--- config.mk ---
export PLATFORM = sky130hd
export DESIGN_NAME = i2c_bus_ctrl
export DESIGN_NICKNAME = d
export VERILOG_FILES = /design/src/rtl/i2c_bus_ctrl.sv
export SDC_FILE = /design/constraint.sdc
export NUM_CORES = 1
export LEC_CHECK = 0
export ABC_CLOCK_PERIOD_IN_PS = 1600
export CAP_MARGIN = 20
export CELL_PAD_IN_SITES_DETAIL_PLACEMENT = 0
export CELL_PAD_IN_SITES_GLOBAL_PLACEMENT = 2
export CORE_AREA = 2 2 81 83
export DETAILED_ROUTE_END_ITERATION = 12
export DIE_AREA = 0 0 83 85
export PLACE_DENSITY = 0.75
export SYNTH_ARGS = -nofsm -noshare
export SYNTH_HDL_FRONTEND = slang
export SYNTH_SLANG_ARGS = --single-unit
--- constraint.sdc ---
create_clock -name clk -period 1.6 [get_ports clk]
set_input_delay 0.24 -clock clk [delete_from_list [all_inputs] [get_ports clk]]
set_output_delay 0.24 -clock clk [all_outputs]
set_load 0.005 [all_outputs]
--- src/rtl/i2c_bus_ctrl.sv ---
// I2C bus front-end: pad synchronisation/filtering, START/STOP detection,
// bus-busy tracking, idle-gated master/slave mode switching, arbitration
// loss detection and sticky status with write-1-to-clear.
module i2c_bus_ctrl #(
    parameter int unsigned FILT_LEN = 3,
    parameter int unsigned IDLE_CYC = 16,
    parameter int unsigned SYNC_STG = 2
) (
    input  logic       clk,
    input  logic       rst,
    input  logic [1:0] mode_req,
    input  logic [7:0] status_clr,
    input  logic       mst_busy,
    input  logic       mst_done,
    input  logic       sda_mo,
    input  logic       scl_mo,
    input  logic       sda_so,
    input  logic       scl_so,
    output logic       sda_eng_i,
    output logic       scl_eng_i,
    input  logic       scl_i,
    input  logic       sda_i,
    output logic       scl_o,
    output logic       sda_o,
    output logic [1:0] mode_act,
    output logic       start_det,
    output logic       stop_det,
    output logic       bus_busy,
    output logic [7:0] status
);

    typedef enum logic [1:0] {ST_OFF, ST_SLV, ST_MST, ST_PEND} state_t;

    localparam int unsigned IW        = $clog2(IDLE_CYC + 1);
    localparam logic [3:0]  FILT_MAX  = 4'(FILT_LEN - 1);
    localparam logic [IW-1:0] IDLE_LAST = IW'(IDLE_CYC - 1);
    localparam logic [IW-1:0] IDLE_SAT  = IW'(IDLE_CYC);

    logic [SYNC_STG-1:0] scl_sync, sda_sync;
    logic                scl_s, sda_s;
    logic                scl_f, sda_f, scl_q, sda_q;
    logic [3:0]          scl_cnt, sda_cnt;
    logic [IW-1:0]       idle_cnt;
    logic                bus_idle, idle_to, scl_rise, arb_cond;
    logic                arb_force, arb_lost, start_seen, stop_seen, done_seen;
    logic [1:0]          req, mode_act_n, route;
    logic                sw_ok;
    logic                unused_clr;
    state_t              state, state_n;

    assign scl_s = scl_sync[SYNC_STG-1];
    assign sda_s = sda_sync[SYNC_STG-1];
    assign unused_clr = ^status_clr[6:3];

    // Synchroniser chains for the raw pad inputs
    always_ff @(posedge clk or posedge rst) begin
        if (rst) begin
            scl_sync <= '1;
            sda_sync <= '1;
        end else begin
            scl_sync <= {scl_sync[SYNC_STG-2:0], scl_i};
            sda_sync <= {sda_sync[SYNC_STG-2:0], sda_i};
        end
    end

    // Glitch filters: a line flips only after FILT_LEN consecutive differing samples
    always_ff @(posedge clk or posedge rst) begin
        if (rst) begin
            scl_f   <= 1'b1;
            sda_f   <= 1'b1;
            scl_q   <= 1'b1;
            sda_q   <= 1'b1;
            scl_cnt <= '0;
            sda_cnt <= '0;
        end else begin
            scl_q <= scl_f;
            sda_q <= sda_f;
            if (scl_s != scl_f) begin
                if (scl_cnt == FILT_MAX) begin
                    scl_f   <= scl_s;
                    scl_cnt <= '0;
                end else begin
                    scl_cnt <= scl_cnt + 4'd1;
                end
            end else begin
                scl_cnt <= '0;
            end
            if (sda_s != sda_f) begin
                if (sda_cnt == FILT_MAX) begin
                    sda_f   <= sda_s;
                    sda_cnt <= '0;
                end else begin
                    sda_cnt <= sda_cnt + 4'd1;
                end
            end else begin
                sda_cnt <= '0;
            end
        end
    end

    // SCL must be high in both cycles, so coincident SCL/SDA edges never detect
    assign start_det = scl_f & scl_q & sda_q & ~sda_f;
    assign stop_det  = scl_f & scl_q & ~sda_q & sda_f;
    assign scl_rise  = scl_f & ~scl_q;
    assign bus_idle  = scl_f & sda_f;
    assign idle_to   = bus_idle && (idle_cnt == IDLE_LAST);

    // Idle counter saturates so the timeout fires once per idle stretch
    always_ff @(posedge clk or posedge rst) begin
        if (rst) begin
            idle_cnt <= '0;
        end else if (!bus_idle) begin
            idle_cnt <= '0;
        end else if (idle_cnt != IDLE_SAT) begin
            idle_cnt <= idle_cnt + IW'(1);
        end
    end

    // Bus-busy flag
    always_ff @(posedge clk or posedge rst) begin
        if (rst) begin
            bus_busy <= 1'b0;
        end else if (start_det) begin
            bus_busy <= 1'b1;
        end else if (stop_det || idle_to) begin
            bus_busy <= 1'b0;
        end
    end

    function automatic state_t mode_state(input logic [1:0] m);
        case (m)
            2'b01:   return ST_SLV;
            2'b10:   return ST_MST;
            default: return ST_OFF;
        endcase
    endfunction

    assign req   = (mode_req == 2'b11) ? 2'b00 : mode_req;
    assign sw_ok = ~bus_busy & ~mst_busy;

    // Mode FSM state register
    always_ff @(posedge clk or posedge rst) begin
        if (rst) begin
            state    <= ST_OFF;
            mode_act <= 2'b00;
        end else begin
            state    <= state_n;
            mode_act <= mode_act_n;
        end
    end

    // Mode FSM next state: switch only when the bus and master engine are idle
    always_comb begin
        state_n    = state;
        mode_act_n = mode_act;
        case (state)
            ST_PEND: begin
                if (req == mode_act) begin
                    state_n = mode_state(mode_act);
                end else if (sw_ok) begin
                    state_n    = mode_state(req);
                    mode_act_n = req;
                end
            end
            default: begin
                if (req != mode_act) begin
                    if (sw_ok || (state == ST_OFF && !bus_busy)) begin
                        state_n    = mode_state(req);
                        mode_act_n = req;
                    end else begin
                        state_n = ST_PEND;
                    end
                end
            end
        endcase
    end

    assign arb_cond = (mode_act == 2'b10) & bus_busy & scl_rise & sda_o & ~sda_f;

    // Pad source selected by the applied mode
    always_comb begin
        route = 2'b11;
        case (mode_act)
            2'b01:   route = {scl_so, sda_so};
            2'b10:   route = {scl_mo, sda_mo};
            default: route = 2'b11;
        endcase
    end

    // Registered pad drives; released while arbitration is lost
    always_ff @(posedge clk or posedge rst) begin
        if (rst) begin
            scl_o <= 1'b1;
            sda_o <= 1'b1;
        end else if (arb_force || arb_cond) begin
            scl_o <= 1'b1;
            sda_o <= 1'b1;
        end else begin
            {scl_o, sda_o} <= route;
        end
    end

    // Arbitration-loss pad release held until STOP or idle timeout
    always_ff @(posedge clk or posedge rst) begin
        if (rst) begin
            arb_force <= 1'b0;
        end else if (arb_cond) begin
            arb_force <= 1'b1;
        end else if (stop_det || idle_to) begin
            arb_force <= 1'b0;
        end
    end

    // Sticky status bits, set has priority over clear
    always_ff @(posedge clk or posedge rst) begin
        if (rst) begin
            arb_lost   <= 1'b0;
            start_seen <= 1'b0;
            stop_seen  <= 1'b0;
            done_seen  <= 1'b0;
        end else begin
            arb_lost   <= arb_cond  | (arb_lost   & ~status_clr[7]);
            start_seen <= start_det | (start_seen & ~status_clr[2]);
            stop_seen  <= stop_det  | (stop_seen  & ~status_clr[1]);
            done_seen  <= mst_done  | (done_seen  & ~status_clr[0]);
        end
    end

    assign scl_eng_i = (|mode_act) ? scl_f : 1'b1;
    assign sda_eng_i = (|mode_act) ? sda_f : 1'b1;
    assign status    = {arb_lost, bus_busy, (state == ST_PEND), mode_act,
                        start_seen, stop_seen, done_seen};

endmodule
==> impl_results.md, run 1 <==
* Status: finished, final reports clean
* CP startpoint kind: flop
* Final Worst Setup Slack at 52.8 ps
* Vias in the first global route at 1220
* # DRC at 0
* Slowest stage delay, CP at 590 ps
* Worst endpoint required time at 1360 ps
* # clock sinks at 33
* Top_reg_cell synth: dfrtp_1
* Detail Placement HPWL at between 2000 and 2500 microns
* Fraction of layout cells with a size suffix above 1 at 0.313
* Commonest non-fill, non-tap cell in the layout: clkdlybuf4s50_1
* Via count at around 1200
* Area post-placement at around 0.0022 sq mm
* DRT Wirelength at 3320 microns
* Layout Area Growth over Synthesis at 42.2%
* EDFF count, synth at 0
* Mux contribution to synthesized area at 0.0320
* Async S/R FF share, synth at 1.00
* Dpl ws at -76.3 ps
* VDD IR max at around 0.7 mV
* Synth Area in XOR/XNOR at 0.0573
* Unique cell type count in the Yosys netlist at 36
* Clk_lat worst skew at 280 ps
* Post-synth top area share at 0.343
* Power Dens Cells at 1590 mW/mm^2
* Slew @ Worst Pin at 403 ps
* DR pass1 iterations at 4
* Routability cong. at 0.736
* Worst Setup End Kind: output pin
* Antenna violations before repair at 0
* Mean routed wirelength per cell at 11.4 microns
* Minimum clock period at 1550 ps
* Cell Rows at 29
* Largest net degree at the start of global routing at 34
* Core ar. at 0.00620 sq mm
* Synth Area in Compound Gates at 0.0938
* Period Utilization, post-route at 0.967
* Post-layout net count at 245
* Initial Utilization at 0.271
* Adder-cell share of the synthesized area at 0.0894
* Hold/Removal Path Class: in -> async
* Highest Signal Layer: met4
* Final setup vio count at 0
* Synthesized Nets at 189
* Metal-1 WL at ~1600 microns
* Die height at between 80 and 90 microns
* Setup Skew at 2.36 ps
* Synth Area per Inst at 10.7 sq um
* Cell taking the most area after synthesis: dfrtp_1
* Register area share after synthesis at 0.499
* Antenna cells at 0
* Root Driver: clkbuf_8
* Vias per inst at approximately 4.3
* H-tree depth at 2
* Setup repair after global routing missed its margin: yes
* Wire length on met3 at 152 microns
* Grt ovf at 0
* Synthesis-stage register bit count at 33
* Top delay family on crit path: flip-flops
* Area contributors post-synth: dfrtp_1 34%, dfstp_2 16%, ha_1 8.9%
* Post-Synth Simple-Gate Area at 0.151
* Most frequent cells in the layout: 25 x clkdlybuf4s50_1, 22 x dfrtp_1, 20 x buf_4
* IO Port Bufs at 32
* Max FO, Critical Path at 6
* CTS tree: done
* Buf+Inv Stages, Crit Path at 2
* Max_cap viols at 0
* Fin area at 0.00239 sq mm
* Critical path start-end classification: reg -> out
* Post-route ant nets at 0
* CTS Buf Count at 5
* Slowest CP cell: dfstp_2
* Met2 wire length at 1560 microns
* Worst-case clock buffer depth at 2
* Die area at 0.00706 sq mm
* Slew margin rel. at 0.724
* GRT Util Overall at 0.101
* Min Hold Slack at 295 ps
* Synthesized cell area at 0.00168 sq mm
* Critical-path cell list: buf_4, nor2b_4, and3_4, buf_2
* Worst-path clk slew at 70 ps
* Initial DRC count at 32
* Largest family of logic cells by synthesized area: simple AND/OR/NAND/NOR gates
* # IOs at 37
* Leak Pwr at 1.13 nW
* Ys Warns at 0
* Syn Inst Count at 157
* First-pass GRT wire length at around 5700 microns
* Crit path arrival time at 1310 ps
* Final Max Slew Viols at 0
* Final hold viol count at 0
* FMAX at 646 MHz
* Die width at 83 microns
## routing by layer
metal  up-vias  track usage
li1        627            -
met1       585        0.131
met2        26        0.156
met3         8       0.0311
met4         0       0.0447
met5         -            0
## where the power goes
group	switching (mW)	internal, mW	total [mW]	leakage, nW
Combinational	0.739	1.13	1.87	0.682
Clock	0.295	0.301	0.596	0.0450
Sequential	0.210	1.13	1.34	0.402
## tightest hold or removal path, delay by kind of cell
kind | cells | cell delay [ps]
buffers and inverters | 3 | 690
## metrics by stage
stage / setup TNS, ps / instances / total power [mW] / utilization
floorplan: 0 / 157 / 2.21 / -
CTS: -54.7 / 283 / 3.61 / 0.369
finish: 0 / 291 / 3.80 / 0.385
global placement: -108 / 272 / 2.88 / 0.347
detailed placement: -168 / 272 / 2.90 / 0.347
global route: -36.9 / 291 / 4.14 / 0.385
## synth_stat cells (4+ instances only)
library cell,n
dfstp_2,10
nor2_1,18
inv_1,13
xor2_1,8
ha_1,12
nor2b_1,4
buf_4,8
dfrtp_1,23
nand2_1,7
o21ai_0,7
## worst paths after layout
kind                                  start           to  slack, ps  depth (start not counted)
worst min-delay path                    rst   scl_cnt[3]        300                          3
worst max-delay path                  sda_f    start_det         50                          4
max in group asynchronous               rst        sda_o       1060                          3
worst max register to register  mode_act[1]     state[1]         60                          7
worst min register to register  sda_sync[0]  sda_sync[1]        360                          0
min in group clk                sda_sync[0]  sda_sync[1]        360                          0
## cells by family after synthesis
group,Yosys count
xor gates and xnor gates,11
muxes,5
buffers and inverters,24
adders and majority gates,12
DFF,33
AOI/OAI and AO/OA,23
and+or+nand+nor,49
## registers in the layout, summed over array words and instances, names as in the netlist, 2 cells and up
register / count
idle_cnt: 5
mode_act: 2
scl_cnt: 4
scl_sync: 2
sda_cnt: 4
sda_sync: 2
state: 2
## cell type report
type                       instances  area [sq um]
inverter                          13          48.8
clock buffer                       6          72.6
multi-input combinational        100           764
tap                               77          96.3
sequential                        33           840
clock inverter                     2          10.0
fill                             634          3810
timing repair buffer              60           558
## timing repair
item                       in CTS  in global routing
setup buffers                   3                  8
pin swaps                       2                  3
resized for setup              21                 14
hold endpoints to repair        0                  0
hold buffers                    0                  0
setup endpoints to repair       6                 10
(Power assumes the default switching activity.)
==> run 2: changes to the inputs <==
Settings changed: CORE_AREA 2 2 81 83 to 2 2 113 60, DIE_AREA 0 0 83 85 to 0 0 115 62, PLACE_DENSITY 0.75 to 0.76.
==> run 2 against run 1 <==
Effect of this change: die area rose by 1.1%; via count fell by 2.6%; core utilization barely moved; critical path type unchanged; highest routed layer unchanged.
==> impl_results.md, run 2 (synthesis results as in run 1) <==
* Setup Skew at 3.32 ps (+0.968 ps)
* Final Max Slew Viols at 0 (unchanged)
* Minimum clock period at 1550 ps (+6.50 ps)
* First-pass GRT wire length at 5310 microns (-7.3%)
* Worst endpoint required time at 1360 ps (about the same)
* Internal power at 2.79 mW (+8.9%)
* Top Registers: idle_cnt (5), scl_cnt (4), sda_cnt (4)
* Core ar. at 0.00631 sq mm (+1.6%)
* Dpl ws at -75.6 ps (+0.672 ps)
* Worst Setup End Kind: output pin
* Status: finished, final reports clean
* DRT Wirelength at 3460 microns (+4.0%)
* Antenna violations before repair at 0 (unchanged)
* Most frequent cells in the layout: 26 x clkdlybuf4s50_1, 20 x dfrtp_1, 19 x buf_4
* Critical path start-end classification: reg -> out
* Cell Rows at 21 (-28%)
* Initial DRC count at 35 (+9.4%)
* H-tree depth at 2 (unchanged)
* Crit path arrival time at 1310 ps (about the same)
* IO Port Bufs at 32 (unchanged)
* Routability cong. at 0.712 (-3.2%)
* Final Worst Setup Slack at 46.3 ps (-6.50 ps)
* Power Dens Cells at 1680 mW/mm^2 (+5.6%)
* Grt ovf at 0 (unchanged)
* Clk_lat worst skew at 280 ps (about the same)
* Root Driver: clkbuf_16
* Detail Placement HPWL at 2490 microns (+10%)
* Area of the multi-input gates at 773 sq um (+1.1%)
* CP startpoint kind: flop
* Initial Utilization at 0.266 (-0.00435)
* Fill cell count at 633 (-0.16%)
* Slew margin rel. at 0.710 (-0.0145)
* Switching Fraction at 0.318 (-0.00901)
* Largest Register: idle_cnt
* Max_cap viols at 0 (unchanged)
* GRT Util Overall at 0.103 (+0.00207)
* Final setup vio count at 0 (unchanged)
* Register share of total power at 0.329 (-0.024)
* Post-route ant nets at 0 (unchanged)
* DR pass1 iterations at 4 (unchanged)
* Slowest CP cell: clkdlybuf4s50_1
* Cts hold-fix bufs at 0 (unchanged)
* Largest net degree at the start of global routing at 34 (unchanged)
* Antenna cells at 0 (unchanged)
* Setup repair after global routing missed its margin: no
* Fraction of layout cells with a size suffix above 1 at 0.308 (-0.00503)
* Min Hold Slack at 305 ps (+9.75 ps)
* Tot Pwr at 4.09 mW (+7.4%)
* Post-route setup TNS at 0 ps (unchanged)
* Die width at 115 microns (+39%)
* Mean routed wirelength per cell at 11.9 microns (+4.0%)
* Die height at 62 microns (-27%)
* Max FFs per register at 5 (unchanged)
* VDD IR max at 0.483 mV (-30%)
* Final Util at 0.386 (about the same)
* CTS tree: done
* Via count at 1214 (-2.6%)
* # clock sinks at 33 (unchanged)
* P_sw at 1.30 mW (+4.5%)
* Worst-path clk slew at 50 ps (-20 ps)
* Clock share of power at 0.223 (+0.066)
* Slew @ Worst Pin at 425 ps (+21.2 ps)
* CTS Buf Count at 5 (unchanged)
* Layout Area Growth over Synthesis at 44.7%
* Leak Pwr at 1.12 nW (-0.39%)
* Hold/Removal Path Class: in -> async
* # IOs at 37 (unchanged)
* FMAX at 644 MHz (-0.42%)
* Worst-case clock buffer depth at 2 (unchanged)
* Combinational power share at 0.448 (-0.043)
* Commonest non-fill, non-tap cell in the layout: clkdlybuf4s50_1
* Critical-path cell list: and2_1, clkdlybuf4s50_1
* Die area at 0.00713 sq mm (+1.1%)
* Final hold viol count at 0 (unchanged)
* Vias in the first global route at 1073 (-12%)
* Slowest stage delay, CP at 490 ps (-100 ps)
* Period Utilization, post-route at 0.971 (+0.00406)
* # DRC at 0 (unchanged)
* Max FO, Critical Path at 5 (-1)
* Vias per inst at 4.17 (-2.6%)
* Sequential Area at 842 sq um (+0.30%)
* Post-layout net count at 242 (-1.2%)
## run 2: changes by cell type in the layout (fill, tap and decap cells not counted), sizes merged
cell,change
clkdlybuf4s50,+1
clkinv,-1
dlymetal6s2s,-1
buf,-2
## run 2: cell type report
class | instances | share of cell area
clock buffers | 7 | 0.0546
clock inverters | 1 | 0.00206
inverters | 13 | 0.0201
multi-input cells | 100 | 0.318
flip-flops and latches | 33 | 0.346
well taps | 80 | 0.0412
repair buffers | 57 | 0.218
## run 2: final timing paths
check	start	cells after the start	endpoint	slack (ps)
worst max register to register	sda_f	7	scl_o	60
min in group clk	sda_sync[0]	0	sda_sync[1]	360
worst min register to register	sda_sync[0]	0	sda_sync[1]	360
worst min-delay path	rst	3	sda_cnt[0]	300
worst max-delay path	state[1]	2	status[5]	50
max in group asynchronous	rst	3	sda_o	1050
## run 2: through the flow
stage          cells  instance area [sq um]
2_1_floorplan    157                   1690
3_3_place_gp     275                   2160
3_5_place_dp     275                   2160
4_1_cts          288                   2350
5_1_grt          291                   2430
6_report         291                   2430
## run 2: per-layer routing
| layer | GRT usage | vias to the layer above | part of all wire |
|---|---|---|---|
| li1 | - | 623 | - |
| met1 | 0.161 | 551 | 0.55 |
| met2 | 0.114 | 32 | 0.36 |
| met3 | 0.0407 | 8 | 0.078 |
| met4 | 0.0516 | 0 | 0.016 |
| met5 | 0 | - | 0 |
## run 2: timing repair
item | CTS | global route
setup endpoints to repair | 4 | 11
buffers inserted | 5 | 4
resized for setup | 23 | 18
pin swaps | 2 | 4
## run 2: critical path: cells and delay by family, from the launching register on
family / cells / cell delay (ps)
buf+inv: 1 / 490
flops: 1 / 410
simple gates: 1 / 130
## run 2: power groups by stage
| stage | sequential [mW] | clock [mW] | combinational (mW) |
|---|---|---|---|
| 2_1_floorplan | 1.31 | 0 | 0.898 |
| 3_3_place_gp | 1.35 | 0 | 1.54 |
| 3_5_place_dp | 1.35 | 0 | 1.53 |
| 4_1_cts | 1.32 | 0.943 | 1.68 |
| 5_1_grt | 1.38 | 0.980 | 2.01 |
| 6_report | 1.35 | 0.910 | 1.83 |
